==> config.mk <==
export PLATFORM = sky130hd
export DESIGN_NAME = dm_arbiter
export DESIGN_NICKNAME = d
export VERILOG_FILES = /design/src/rtl/dm_arb_pkg.sv /design/src/rtl/dm_arb_rr.sv /design/src/rtl/dm_arbiter.sv
export SDC_FILE = /design/constraint.sdc
export NUM_CORES = 1
export LEC_CHECK = 0
export ABC_CLOCK_PERIOD_IN_PS = 1950
export BUFFER_PORTS_ARGS = -buffer_cell sky130_fd_sc_hd__buf_2
export CORE_AREA = 2 2 144 146
export DETAILED_ROUTE_END_ITERATION = 7
export DIE_AREA = 0 0 146 148
export HOLD_SLACK_MARGIN = 0.05
export PLACE_DENSITY = 0.71
export SLEW_MARGIN = 10
export SYNTH_ARGS = -nofsm -noshare
export SYNTH_HDL_FRONTEND = slang
export SYNTH_SLANG_ARGS = --single-unit
==> constraint.sdc <==
create_clock -name clk -period 1.95 [get_ports clk]
set_input_delay 0.585 -clock clk [delete_from_list [all_inputs] [get_ports clk]]
set_output_delay 0.585 -clock clk [all_outputs]
set_load 0.02 [all_outputs]
==> src/rtl/dm_arb_pkg.sv <==
// Shared types and constants for the data-memory arbiter.
package dm_arb_pkg;

    typedef enum logic [1:0] {
        IDLE   = 2'd0,
        ACCESS = 2'd1,
        RESP   = 2'd2
    } arb_state_t;

    localparam logic GNT_CPU  = 1'b0;
    localparam logic GNT_EXT  = 1'b1;

    localparam int   DMCTRL_W = 3;
    localparam int   LAT_MAX  = 7;

    // Request fields latched on the grant edge and driven to the DM
    typedef struct packed {
        logic                we;
        logic [31:0]         addr;
        logic [31:0]         wd;
        logic [DMCTRL_W-1:0] ctrl;
        logic [31:0]         pc;
    } dm_req_t;

endpackage

==> src/rtl/dm_arb_rr.sv <==
// Two-way round-robin picker; owns the last_grant history bit.
module dm_arb_rr
    import dm_arb_pkg::*;
(
    input  logic       clk,
    input  logic       rst_n,
    input  logic [1:0] req,       // [0] = CPU, [1] = EXT
    input  logic       gnt_en,
    output logic       gnt_valid,
    output logic       gnt_id
);

    logic last_grant;

    // Pick the single requester, or on a tie the port not served last
    always_comb begin
        gnt_valid = |req;
        gnt_id    = GNT_CPU;
        if (req == 2'b11)
            gnt_id = ~last_grant;
        else if (req[1])
            gnt_id = GNT_EXT;
    end

    // Remember who won; reset to EXT so the CPU takes the first tie
    always_ff @(posedge clk or negedge rst_n) begin
        if (!rst_n)
            last_grant <= GNT_EXT;
        else if (gnt_en && gnt_valid)
            last_grant <= gnt_id;
    end

endmodule

==> src/rtl/dm_arbiter.sv <==
// CPU / external-port arbiter and fixed-latency access sequencer for the DM.
//
//   state  | meaning
//   -------+--------------------------------------------------------------
//   IDLE   | no access in flight; grant a pending request on this edge
//   ACCESS | DM driven with latched fields; mem_en only in first cycle,
//          | read data captured in the last (cnt == LAT-1) cycle
//   RESP   | one-cycle ack to the granted port, no re-grant
module dm_arbiter
    import dm_arb_pkg::*;
#(
    parameter int LAT = 1
)
(
    input  logic                clk,
    input  logic                reset,

    input  logic                cpu_req,
    input  logic                cpu_we,
    input  logic [31:0]         cpu_addr,
    input  logic [31:0]         cpu_wd,
    input  logic [DMCTRL_W-1:0] cpu_ctrl,
    input  logic [31:0]         cpu_pc,
    output logic                cpu_ack,
    output logic [31:0]         cpu_rd,
    output logic                cpu_stall,

    input  logic                ext_req,
    input  logic                ext_we,
    input  logic [31:0]         ext_addr,
    input  logic [31:0]         ext_wd,
    input  logic [DMCTRL_W-1:0] ext_ctrl,
    output logic                ext_ack,
    output logic [31:0]         ext_rd,

    output logic                mem_en,
    output logic                mem_we,
    output logic [31:0]         mem_addr,
    output logic [31:0]         mem_wd,
    output logic [DMCTRL_W-1:0] mem_ctrl,
    output logic [31:0]         mem_pc,
    input  logic [31:0]         mem_rd
);

    // Out-of-range LAT is clamped so cnt (3 bits) can never wrap
    localparam int         LAT_EFF  = (LAT > LAT_MAX) ? LAT_MAX : ((LAT < 1) ? 1 : LAT);
    localparam logic [2:0] CNT_LAST = 3'(LAT_EFF - 1);

    arb_state_t state;
    logic [2:0] cnt;
    logic       grant;
    dm_req_t    req_q;
    dm_req_t    req_sel;
    logic       gnt_en;
    logic       gnt_valid;
    logic       gnt_id;

    assign gnt_en = (state == IDLE);

    dm_arb_rr u_rr (
        .clk       (clk),
        .rst_n     (reset),
        .req       ({ext_req, cpu_req}),
        .gnt_en    (gnt_en),
        .gnt_valid (gnt_valid),
        .gnt_id    (gnt_id)
    );

    // Route the winning port's fields; external grants carry no PC
    always_comb begin
        req_sel = '0;
        if (gnt_id == GNT_CPU) begin
            req_sel.we   = cpu_we;
            req_sel.addr = cpu_addr;
            req_sel.wd   = cpu_wd;
            req_sel.ctrl = cpu_ctrl;
            req_sel.pc   = cpu_pc;
        end else begin
            req_sel.we   = ext_we;
            req_sel.addr = ext_addr;
            req_sel.wd   = ext_wd;
            req_sel.ctrl = ext_ctrl;
            req_sel.pc   = 32'd0;
        end
    end

    assign mem_addr  = req_q.addr;
    assign mem_wd    = req_q.wd;
    assign mem_ctrl  = req_q.ctrl;
    assign mem_pc    = req_q.pc;

    // The hazard unit needs this before the ack edge, hence combinational
    assign cpu_stall = cpu_req & ~cpu_ack;

    // Arbitration FSM with access counter, request latch and rd/ack registers
    always_ff @(posedge clk or negedge reset) begin
        if (!reset) begin
            state   <= IDLE;
            cnt     <= 3'd0;
            grant   <= GNT_CPU;
            req_q   <= '0;
            mem_en  <= 1'b0;
            mem_we  <= 1'b0;
            cpu_ack <= 1'b0;
            ext_ack <= 1'b0;
            cpu_rd  <= 32'd0;
            ext_rd  <= 32'd0;
        end else begin
            case (state)
                IDLE: begin
                    if (gnt_valid) begin
                        grant  <= gnt_id;
                        req_q  <= req_sel;
                        cnt    <= 3'd0;
                        mem_en <= 1'b1;
                        mem_we <= req_sel.we;
                        state  <= ACCESS;
                    end
                end
                ACCESS: begin
                    mem_en <= 1'b0;
                    mem_we <= 1'b0;
                    cnt    <= cnt + 3'd1;
                    if (cnt == CNT_LAST) begin
                        // Stores return zero rather than whatever the DM drives
                        if (grant == GNT_CPU) begin
                            cpu_rd  <= req_q.we ? 32'd0 : mem_rd;
                            cpu_ack <= 1'b1;
                        end else begin
                            ext_rd  <= req_q.we ? 32'd0 : mem_rd;
                            ext_ack <= 1'b1;
                        end
                        state <= RESP;
                    end
                end
                RESP: begin
                    cpu_ack <= 1'b0;
                    ext_ack <= 1'b0;
                    state   <= IDLE;
                end
                default: begin
                    state <= IDLE;
                end
            endcase
        end
    end

endmodule

# Word-level counts from Yosys, hierarchy flattened
# Index checks and enable logic that the tools add are counted.
dict set report totals {
  register_bits 175
  in_bits 204
  out_inout_bits 168
  word_cells 59
}
dict set report op_classes {
  addsub 1
  eq_ne 7
  mux 19
  n_bitwise 4
  reduce_logical 13
}
# cell n
set ops {}
lappend ops {{2-to-1 mux 100 bit} 1}
lappend ops {{2-to-1 mux 32 bit} 1}
lappend ops {{AND reduction 3 bit} 4}
lappend ops {{2-to-1 mux 1 bit} 8}
lappend ops {{!= test 2 bit, second input constant} 4}
lappend ops {{one-hot mux 1 bit (2 select lines)} 4}
lappend ops {{one-hot mux 3 bit (2 select lines)} 1}
lappend ops {{AND reduction 2 bit} 3}
lappend ops {{equality test 2 bit, second input constant} 2}
lappend ops {{2-to-1 mux 2 bit} 2}
lappend ops {{one-hot mux 2 bit (2 select lines)} 1}
lappend ops {{nonzero test 2 bit} 2}
lappend ops {{adder 3 x 1 -> 3 bit, second input constant} 1}
lappend ops {{zero test 3 bit} 1}
lappend ops {{2-to-1 mux 3 bit} 1}
lappend ops {{inverter 1 bit} 3}
lappend ops {{equality test 2 x 1 -> 1 bit, second input constant} 1}
lappend ops {{zero test 2 bit} 1}
lappend ops {{OR reduction 2 bit} 1}
lappend ops {{bitwise AND 1 bit} 1}
lappend ops {{logical AND 1 bit} 1}

# Logic depth before layout (Yosys ltp)
# Gate-level depths: netlist of run 1.
dict set report depth {
  ltp_word 5
  ltp_mapped 7
  mapped_depth_nobuf 5
}

# By module
# Synthesis of run 1 repeated with hierarchy kept, for this count alone.
dict set report hier_totals {
  cells_unflattened 749
  area_unflattened_um2 8459.4
}
# mod instances cells_per_inst area_each_um2 seq_area_each_um2
set by_module_without_submodules {}
lappend by_module_without_submodules {dm_arbiter 1 744 8408.1 4354.2}
lappend by_module_without_submodules {dm_arb_rr 1 5 51.3 26.3}

# Least setup slack after synthesis of run 1
# Ideal clock, no wire load.
dict set report synth_timing {
  path_type {reg-to-reg}
  from {register cnt[0]}
  to {register cpu_rd[0]}
  setup_time_ps 125
  arrival_time_ps 1543
  required_ps 1825
  path_slack_ps 282
  path_stages_with_launch 8
  path_buffers 2
  synth_period_minus_slack_ps 1668
  cell_sequence {dfrtp_1 -> inv_1 -> ha_1 -> and4bb_1 -> nor2b_1 -> buf_2 -> buf_6 -> mux2_2}
}
dict set report synth_between {
  elab_chain_cells 2
}
# element line
set synth_lines {}
lappend synth_lines {{start: declaration} dm_arbiter.sv:50} ;# logic [2:0] cnt;
lappend synth_lines {{start signal: assignment} dm_arbiter.sv:123} ;# cnt <= cnt + 3'd1;
lappend synth_lines {{zero test 3 bit} dm_arbiter.sv:124} ;# if (cnt == CNT_LAST) begin
lappend synth_lines {{AND reduction 3 bit (no source line)} n/a}
lappend synth_lines {{end signal: assignment} dm_arbiter.sv:127} ;# cpu_rd <= req_q.we ? 32'd0 : mem_rd;
lappend synth_lines {{end: declaration} dm_arbiter.sv:25} ;# output logic [31:0] cpu_rd,
# No other way between the ends.
# A chain may end at the register's enable or synchronous reset.

# Worst setup path after layout of run 1
dict set report layout_timing {
  from {register cnt[0]}
  to {register cpu_rd[28]}
}
# Same word-level chain as after synthesis.

==> flow_metrics.tcl, run 1 <==
set metrics [dict create \
    cts_hold_buf 0 \
    vias 6138 \
    cp-end-kind "flop" \
    synth_top_family_by_area "multiplexers" \
    final_area_sq_um 10460 \
    synth_fa_ha_area_share_pct 0.3054 \
    final_common_cell "buf_2" \
    clk_latency_ns 0.42 \
    die-area_sq_um 21610 \
    drcViolationCount 0 \
    clk_pin_slew_ns 0.08 \
    crit_path_max_fanout 28 \
    cp-start-kind "flop" \
    cts_resized 0 \
    antenna_found_initial 0 \
    die_x_um 146 \
    placementRows 52 \
    postCtsSetupRepairBufs 0 \
    htree_levels 4 \
    clock_path_buffers 2 \
    portBuffers 371 \
    final-instance-count-excl-fill 1253 \
    cp-endpoint "cpu_rd[28]" \
    gp_congestion 0.7854 \
    dpl_worst_slack_ns 0.1027 \
    yosysSeqAreaShare_pct 53.46 \
    slew_headroom_pct 61.50 \
    n_antenna_cell 0 \
    start_util_pct 40.89 \
    grt_pass1_vias 6246 \
    p_leak_nw 5.480 \
    wl_mm 21.48 \
    grt_max_degree 58 \
    wl_per_cell_um 17.14 \
    dr.first_iter.drc_count 234 \
    drv_cap 0 \
    design.core.area_sq_um 20040 \
    grt_pass1_wl_mm 33.67 \
    tns_ns 0 \
    r2r_cells 6 \
    synth_nets 896 \
    hold_viol_final 0 \
    post-route-util_pct 52.17 \
    clock-sinks 175 \
    firstDrtPassIters 4 \
    synthCells 690 \
    hp-class "primary input to asynchronous set/reset pin" \
    hold_ws_ns 0.08312 \
    cts_inserted_buffers 17 \
    die_y_um 148 \
    rrSetupSlack_ns 0.21 \
    grt_usage_pct 19.85 \
    rsz0062_at_grt "no" \
    via_per_inst 4.899 \
    syn_area_per_cell_sq_um 11.88 \
    yosys_warnings 0 \
    outcome "finished clean" \
    placedCellCount 1221 \
    dpl_cell_area_sq_um 9822 \
    synth_mux_area_share_pct 17.38 \
    power_density_nw_per_um2 1703 \
    power.total_mw 17.81 \
    vdd_drop_max_mv 0.7227 \
    cts_tree "done" \
    synth-simple-area-share_pct 3.604 \
    max_freq_mhz 573.6 \
    r2r_start "cnt[0]" \
    worst_r2r_endpoint "cpu_rd[28]" \
    post-route-min-period_ns 1.744 \
    cp.required_ns 2.25 \
    final_cell_mix "buf_2 (370), dfrtp_1 (173), o21ai_0 (142), mux2i_1 (68), mux2_2 (65)" \
    netlist_area_sq_um 8194 \
    root_buffer "clkbuf_16" \
    postRouteAntennaNets 0 \
    critPathLaunch "cnt[0]" \
    drive_above_1_share_pct 52.19 \
    pin_count 372 \
    post-dp-hpwl_mm 15.80 \
    final-setup-viol-count 0 \
    synth_compound_area_share_pct 12.87 \
    finalClockSkew_ns 0.01134 \
    synth_seq_cells 175 \
    maxSlewViolCount 0 \
    syn_to_final_growth_pct 27.59 \
    worst_pin_slew_ns 0.5775 \
    synth_cell_type_count 27 \
    grt-ovfl-total 0 \
    synth_xor_area_share_pct 0 \
    setup_ws_ns 0.2065 \
    fin_crit_sh_pct 89.41 \
    num-nets-final 1176 \
    critPathKind "flop to flop" \
    crit_arrival_ns 2.04 \
]
area by class of cell:
type / instances / area, sq um
multi-input combinational: 364 / 2821
timing repair buffer: 408 / 2266
inverter: 4 / 15.01
clock buffer: 18 / 439.2
clock inverter: 14 / 193.9
sequential: 175 / 4382
fill: 1800 / 9584
tap: 270 / 337.8
state kept, by name, summed over array words and instances (netlist names):
signal and flops:
mem_addr 32, ext_ack 1, cpu_ack 1, req_q 1, state 2, cpu_rd 32, u_rr.last_grant 1, mem_en 1
mem_we 1, ext_rd 32, cnt 3, mem_ctrl 3, grant 1, mem_wd 32, mem_pc 32
how the worst min path moves through the flow:
stage,start,endpoint,slack (ns),cells past startpoint
after floorplan,reset,cnt[0],0.29,0
after global placement,ext_ack,ext_ack,0.46,2
after detailed placement,ext_ack,ext_ack,0.46,2
after CTS,reset,cpu_rd[29],0.09,1
after global routing,reset,ext_rd[29],0.09,1
final,reset,cpu_rd[29],0.08,1
kinds of logic after synthesis:
| group | Yosys count |
|---|---|
| AO/OA/AOI/OAI | 181 |
| flip-flops | 175 |
| buffers and inverters | 151 |
| multiplexers | 134 |
| AND/OR/NAND/NOR | 47 |
| adder cells (fa/ha/maj) | 2 |
cell usage after synthesis:
master | number | area [sq um]
a21oi_1 | 2 | 10.01
o21ai_0 | 142 | 710.7
and4bb_1 | 1 | 12.51
nor4b_1 | 1 | 8.760
mux2_2 | 65 | 732.0
buf_4 | 99 | 743.2
ha_1 | 2 | 25.02
nor2b_1 | 35 | 219.0
inv_1 | 4 | 15.01
buf_6 | 7 | 78.83
a21o_1 | 1 | 7.510
a22o_1 | 34 | 297.8
buf_2 | 19 | 95.09
dfstp_2 | 1 | 26.28
o21bai_4 | 1 | 18.77
mux2_1 | 1 | 11.26
nand2_1 | 4 | 15.01
nor2_1 | 1 | 3.750
mux2i_1 | 68 | 680.7
nor3b_2 | 1 | 12.51
nand2b_1 | 1 | 6.260
or2_2 | 1 | 6.260
clkbuf_1 | 22 | 82.58
a21bo_1 | 1 | 10.01
or2_1 | 1 | 6.260
nor3_1 | 1 | 5.000
dfrtp_1 | 174 | 4354
layer usage:
layer	wire, um	track usage (%)	vias to the layer above
li1	-	-	2878
met1	8972	24.52	2987
met2	10640	34.29	260
met3	1626	5.988	13
met4	242	4.806	0
met5	0	0	-
critical path, stage by stage, from the launching register on:
cell      delay (ns)
dfrtp_1         0.40
inv_1           0.07
ha_1            0.15
and4bb_1        0.24
nor2b_4         0.19
buf_12          0.21
mux2_2          0.35
where the power goes:
group / internal [mW] / switching [mW] / total, mW
clock network: 2.00 / 1.60 / 3.60
logic: 3.15 / 4.90 / 8.05
registers: 5.30 / 0.856 / 6.16
total: 10.5 / 7.35 / 17.8
No activity file was read; power rests on OpenSTA's default activity.
==> run 2, diff against run 1 <==
--- a/config.mk
+++ b/config.mk
@@ -5,13 +5,14 @@
 export SDC_FILE = /design/constraint.sdc
 export NUM_CORES = 1
 export LEC_CHECK = 0
+export ABC_AREA = 1
 export ABC_CLOCK_PERIOD_IN_PS = 1950
 export BUFFER_PORTS_ARGS = -buffer_cell sky130_fd_sc_hd__buf_2
 export CORE_AREA = 2 2 144 146
 export DETAILED_ROUTE_END_ITERATION = 7
 export DIE_AREA = 0 0 146 148
 export HOLD_SLACK_MARGIN = 0.05
-export PLACE_DENSITY = 0.71
+export PLACE_DENSITY = 0.76
 export SLEW_MARGIN = 10
 export SYNTH_ARGS = -nofsm -noshare
 export SYNTH_HDL_FRONTEND = slang
==> flow_metrics.tcl, run 2 <==
set metrics [dict create \
    outcome "finished clean" \
    nFillCells 1897 \
    final_area_sq_um 11120 \
    critPathLaunch "cpu_ack" \
    die_x_um 146 \
    synthMostInstantiatedCell "nand2_1" \
    htree_levels 4 \
    crit_path_max_fanout 3 \
    syn_to_final_growth_pct 22.74 \
    p_seq_share_pct 34.6 \
    clock_path_buffers 2 \
    grt_max_degree 83 \
    maxSlewViolCount 0 \
    clk_latency_ns 0.43 \
    hold_ws_ns 0.06234 \
    hp-class "primary input to asynchronous set/reset pin" \
    post-dp-hpwl_mm 17.20 \
    clock_power_share_pct 18.7 \
    fin_crit_sh_pct 87.14 \
    finalClockSkew_ns 0.01341 \
    clock-sinks 175 \
    power_density_nw_per_um2 1585 \
    crit_arrival_ns 1.11 \
    synth_area_leader_cell "dfrtp_1" \
    firstDrtPassIters 6 \
    pin_count 372 \
    register_area_sq_um 4380 \
    power_frac_comb_pct 46.7 \
    cts_resized 0 \
    grt_usage_pct 22.00 \
    gp_congestion 0.8705 \
    multi_input_area_sq_um 2959 \
    drcViolationCount 0 \
    cp-start-kind "flop" \
    synth_flop_cell "dfrtp_1" \
    synth_cell_type_count 17 \
    use_met3_pct 5.494 \
    critPathKind "flop to primary output" \
    switchingPower_mw 8.041 \
    rrSetupSlack_ns 0.44 \
    wl_mm 24.20 \
    intPower_mw 9.581 \
    grt_pass1_wl_mm 38.25 \
    cts_inserted_buffers 17 \
    synth_fa_ha_area_share_pct 0.2762 \
    final-setup-viol-count 0 \
    synth_commonest_cells "nand2_1 (448), nand3_1 (206), dfrtp_1 (174), inv_1 (174), buf_4 (108)" \
    top_usage_layer "met2" \
    p_leak_nw 6.983 \
    num-nets-final 1675 \
    syn_area_per_cell_sq_um 7.407 \
    synth_compound_area_share_pct 0.3177 \
    use_met1_pct 27.90 \
    design.core.area_sq_um 20040 \
    cts_tree "done" \
    hold_viol_final 0 \
    drive_above_1_share_pct 29.62 \
    synth_xor_area_share_pct 0 \
    synth-simple-area-share_pct 31.77 \
    postCtsSetupRepairBufs 0 \
    cp.required_ns 1.36 \
    max_freq_mhz 588.5 \
    synth_mux_area_share_pct 0 \
    synth.top_cell.area_share_pct 48.07 \
    wl_per_cell_um 13.79 \
    start_util_pct 45.20 \
    root_buffer "clkbuf_16" \
    dpl_cell_area_sq_um 10540 \
    dr.first_iter.drc_count 445 \
    via_per_inst 4.649 \
    antenna_found_initial 3 \
    swShare_pct 45.63 \
    rsz0062_at_grt "no" \
    grt_pass1_vias 7633 \
    slew_headroom_pct 73.80 \
    synthTopCellsByArea "dfrtp_1 (48%), nand2_1 (19%), nand3_1 (11%), buf_4 (9.0%), inv_1 (7.2%)" \
    cts_hold_buf 0 \
    r2r_start "cnt[0]" \
    synth_top_family_by_area "simple AND/OR/NAND/NOR gates" \
    placementRows 52 \
    async_flop_share_pct 100.0 \
    drv_cap 0 \
    post-route-min-period_ns 1.699 \
    met2_usage_pct 36.65 \
    synthCells 1223 \
    die_y_um 148 \
    worst_pin_slew_ns 0.3929 \
    clk_pin_slew_ns 0.07 \
    final_cell_mix "nand2_1 (446), buf_2 (370), nand3_1 (206), inv_1 (174), dfrtp_1 (174)" \
    yosys_warnings 0 \
    synth_seq_cells 175 \
    yosysSeqAreaShare_pct 48.36 \
    cp-end-kind "primary output" \
    tns_ns 0 \
    postRouteAntennaNets 0 \
    portBuffers 371 \
    synth_nets 1429 \
    vdd_drop_max_mv 0.6065 \
    grt-ovfl-total 0 \
    post-route-util_pct 55.48 \
    final_common_cell "nand2_1" \
    synth-edff-count 0 \
    vias 8154 \
    die-area_sq_um 21610 \
    netlist_area_sq_um 9059 \
]
run 2: cell count changes in the layout (fill, tap and decap cells not counted), moves of 36 or more:
cell     change
mux2_2      -65
nand2_1    +442
nand3_1    +206
inv_1      +170
o21ai_0    -140
nor2_1      +36
mux2i_1     -68
run 2: worst paths after layout:
| kind | end | cells after the start |
|---|---|---|
| min | mem_pc[6] | 1 |
| max | cpu_stall | 2 |
| min reg2reg | ext_rd[29] | 2 |
| max reg2reg | cpu_rd[11] | 7 |
| min in group clk | mem_pc[22] | 3 |
| max in group asynchronous | u_rr.last_grant | 2 |
run 2: through the flow:
step	power, mW	std cells	worst slack [ns]
2_1_floorplan	12.69	1223	0.4790
3_3_place_gp	14.27	1720	0.3072
3_5_place_dp	14.43	1720	0.2994
4_1_cts	17.77	1752	0.2138
5_1_grt	18.86	1752	0.1883
6_report	17.62	1754	0.2508
run 2: per-layer routing:
layer  part of all wire (%)  routed length (um)
met1                     41               10040
met3                    7.4                1802
met4                    3.0                 724
met2                     48               11620
met5                  0.029                   7
run 2: final cells by class:
cell class                 count  area share (%)
clock buffer                  18           3.950
clock inverter                14           1.170
multi-input combinational    703           26.61
sequential                   175           39.40
antenna                        2         0.04501
inverter                     178           6.009
timing repair buffer         394           19.77
tap                          270           3.038
run 2: power by group through the flow:
stage | clock network [mW] | registers (mW) | logic [mW]
6_report | 3.29 | 6.10 | 8.23
5_1_grt | 3.51 | 6.31 | 9.04
4_1_cts | 3.36 | 6.10 | 8.31
3_5_place_dp | 0 | 6.12 | 8.31
3_3_place_gp | 0 | 6.12 | 8.15
2_1_floorplan | 0 | 6.68 | 6.01
run 2: cell families after synthesis:
logic type	Yosys count
AO/OA/AOI/OAI	5
adder cells (fa/ha/maj)	2
buffers and inverters	345
flip-flops	175
AND/OR/NAND/NOR	696
run 2: worst max-delay path, cell delays in order, from the launching register on:
cell,delay [ns]
dfrtp_1,0.42
nor2_1,0.11
buf_2,0.16
==> run 3, diff against run 2 <==
--- a/config.mk
+++ b/config.mk
@@ -8,12 +8,13 @@
 export ABC_AREA = 1
 export ABC_CLOCK_PERIOD_IN_PS = 1950
 export BUFFER_PORTS_ARGS = -buffer_cell sky130_fd_sc_hd__buf_2
-export CORE_AREA = 2 2 144 146
+export CORE_AREA = 2 2 146 148
 export DETAILED_ROUTE_END_ITERATION = 7
-export DIE_AREA = 0 0 146 148
+export DIE_AREA = 0 0 148 150
 export HOLD_SLACK_MARGIN = 0.05
-export PLACE_DENSITY = 0.76
+export PLACE_DENSITY = 0.72
 export SLEW_MARGIN = 10
 export SYNTH_ARGS = -nofsm -noshare
 export SYNTH_HDL_FRONTEND = slang
+export SYNTH_HIERARCHICAL = 1
 export SYNTH_SLANG_ARGS = --single-unit
==> flow_metrics.tcl, run 3 <==
set metrics [dict create \
    vdd_drop_max_mv 0.7438 \
    cpMaxStageDelayCell "dfrtp_1" \
    max_freq_mhz 589.1 \
    power_density_nw_per_um2 1704 \
    hold_ws_ns 0.06652 \
    wl_per_cell_um 13.41 \
    postCtsSetupRepairBufs 0 \
    slew_headroom_pct 71.54 \
    rsz0062_at_grt "no" \
    synth_cell_type_count 22 \
    postRouteAntennaNets 0 \
    synth_flop_cell "dfrtp_1" \
    crit_path_max_fanout 3 \
    dr.first_iter.drc_count 380 \
    crit_chain "nor2_1, buf_2" \
    cts_tree "done" \
    cp.required_ns 1.36 \
    syn_area_per_cell_sq_um 7.545 \
    grt-ovfl-total 0 \
    synth.top_cell.area_share_pct 50.44 \
    wl_mm 22.70 \
    placementRows 53 \
    cp-end-kind "primary output" \
    clk_latency_ns 0.43 \
    fin_crit_sh_pct 87.05 \
    drv_cap 0 \
    gp_congestion 0.8291 \
    pin_count 372 \
    num-nets-final 1611 \
    die_y_um 150 \
    grt_pass1_wl_mm 35.91 \
    clk_pin_slew_ns 0.07 \
    synth_nets 1350 \
    r2r_start "cnt[0]" \
    grt_usage_pct 20.45 \
    yosys_warnings 6 \
    synthTopCellsByArea "dfrtp_1 (50%), nand2_1 (30%), buf_4 (9.9%), nand3_1 (2.0%), inv_1 (1.7%)" \
    via_per_inst 4.494 \
    post-dp-hpwl_mm 16.46 \
    worst_pin_slew_ns 0.4270 \
    cts_inserted_buffers 17 \
    antenna_found_initial 0 \
    clock-sinks 175 \
    tns_ns 0 \
    die_x_um 148 \
    grt_max_degree 69 \
    htree_levels 4 \
    cts_resized 0 \
    setup_ws_ns 0.2525 \
    outcome "finished clean" \
    crit_arrival_ns 1.11 \
    power.total_mw 18.26 \
    final_cell_mix "nand2_1 (681), buf_2 (370), dfrtp_1 (174), inv_1 (39), nor2_1 (37)" \
    clock_path_buffers 2 \
    max_stage_delay_ns 0.42 \
    p_leak_nw 6.620 \
    finalClockSkew_ns 0.01435 \
    n_antenna_cell 0 \
    synth_area_leader_cell "dfrtp_1" \
    syn_to_final_growth_pct 24.11 \
    start_util_pct 41.72 \
    critical-path-top-delay-family "flip-flops" \
    cts_hold_buf 0 \
    post-route-min-period_ns 1.697 \
    synth_seq_cells 175 \
    design.core.area_sq_um 20690 \
    hold_viol_final 0 \
    synth-edff-count 0 \
    async_flop_share_pct 100.0 \
    drive_above_1_share_pct 31.24 \
    vias 7609 \
    final-setup-viol-count 0 \
    worst-path-buf-inv 1 \
    drcViolationCount 0 \
    synth_commonest_cells "nand2_1 (681), dfrtp_1 (174), buf_4 (114), inv_1 (39), nor2_1 (38)" \
    hp-class "primary input to asynchronous set/reset pin" \
    cp-start-kind "flop" \
    final_common_cell "nand2_1" \
    root_buffer "clkbuf_16" \
    dpl_worst_slack_ns 0.1931 \
    synthCells 1144 \
    critPathLaunch "cpu_ack" \
    synthMostInstantiatedCell "nand2_1" \
    maxSlewViolCount 0 \
    portBuffers 371 \
    critPathKind "flop to primary output" \
    crit_cells 2 \
    firstDrtPassIters 4 \
    grt_pass1_vias 7206 \
    netlist_area_sq_um 8632 \
    yosysSeqAreaShare_pct 50.75 \
    die-area_sq_um 22200 \
    r2r_cells 8 \
]
==> run 3: changes by cell type after synthesis, moves of 2 or more <==
cell	previous run	this run
nand3_1	206	35
buf_1	2	0
buf_4	108	114
o21ai_0	2	5
clkbuf_1	20	13
buf_6	0	2
nand3_4	0	2
nand2_1	448	681
inv_1	174	39
buf_2	37	25
==> run 3: area by class of cell <==
| cell class | instances | area, sq um |
|---|---|---|
| Multi-Input combinational cell | 772 | 3042 |
| Inverter | 43 | 161.4 |
| Timing Repair Buffer | 396 | 2176 |
| Clock buffer | 18 | 439.2 |
| Tap cell | 275 | 344.1 |
| Clock inverter | 14 | 170.2 |
| Fill cell | 2007 | 9977 |
| Sequential cell | 175 | 4380 |
==> run 3: metrics by stage <==
| stage | cells | utilization, % | cell area [sq um] |
|---|---|---|---|
| after global routing | 1693 | 51.78 | 10710 |
| after detailed placement | 1661 | 48.83 | 10100 |
| final | 1693 | 51.78 | 10710 |
| after CTS | 1693 | 51.78 | 10710 |
| after floorplan | 1144 | - | 8632 |
| after global placement | 1661 | 48.83 | 10100 |
==> run 3: cells by family (layout without fill, tap and decap cells) <==
logic type | Yosys count | after routing | synth area share (%)
AOI/OAI and AO/OA | 6 | 6 | 0.3478
adders and majority gates | 2 | 2 | 0.2899
buffers and inverters | 197 | 471 | 14.06
DFF | 175 | 175 | 50.75
and+or+nand+nor | 764 | 764 | 34.56
==> run 3: worst paths after layout <==
kind | to | slack [ns]
max | cpu_stall | 0.25
min | cpu_rd[2] | 0.07
max reg2reg | ext_rd[22] | 0.33
min reg2reg | ext_rd[18] | 0.47
max in group asynchronous | mem_addr[10] | 1.27
min in group clk | mem_pc[12] | 0.35
==> run 3: worst register-to-register path: stages (launching register included) <==
cell and delay (ns):
dfrtp_1 0.41, inv_1 0.07, ha_1 0.15, inv_1 0.04
nor2_1 0.32, nand3_4 0.09, buf_4 0.28, nand2_1 0.10
nand2_1 0.06
==> run 3: layer usage <==
metal | routed length, um | global-route usage [%]
met3 | 1491 | 3.750
met4 | 538 | 7.762
met2 | 11480 | 36.27
met5 | 0 | 0
met1 | 9189 | 24.76
==> run 3: power by group <==
part | total, mW | internal [mW] | switching [mW]
registers | 6.28 | 5.34 | 0.941
clock network | 3.49 | 1.88 | 1.61
logic | 8.49 | 2.71 | 5.78
total | 18.3 | 9.92 | 8.33
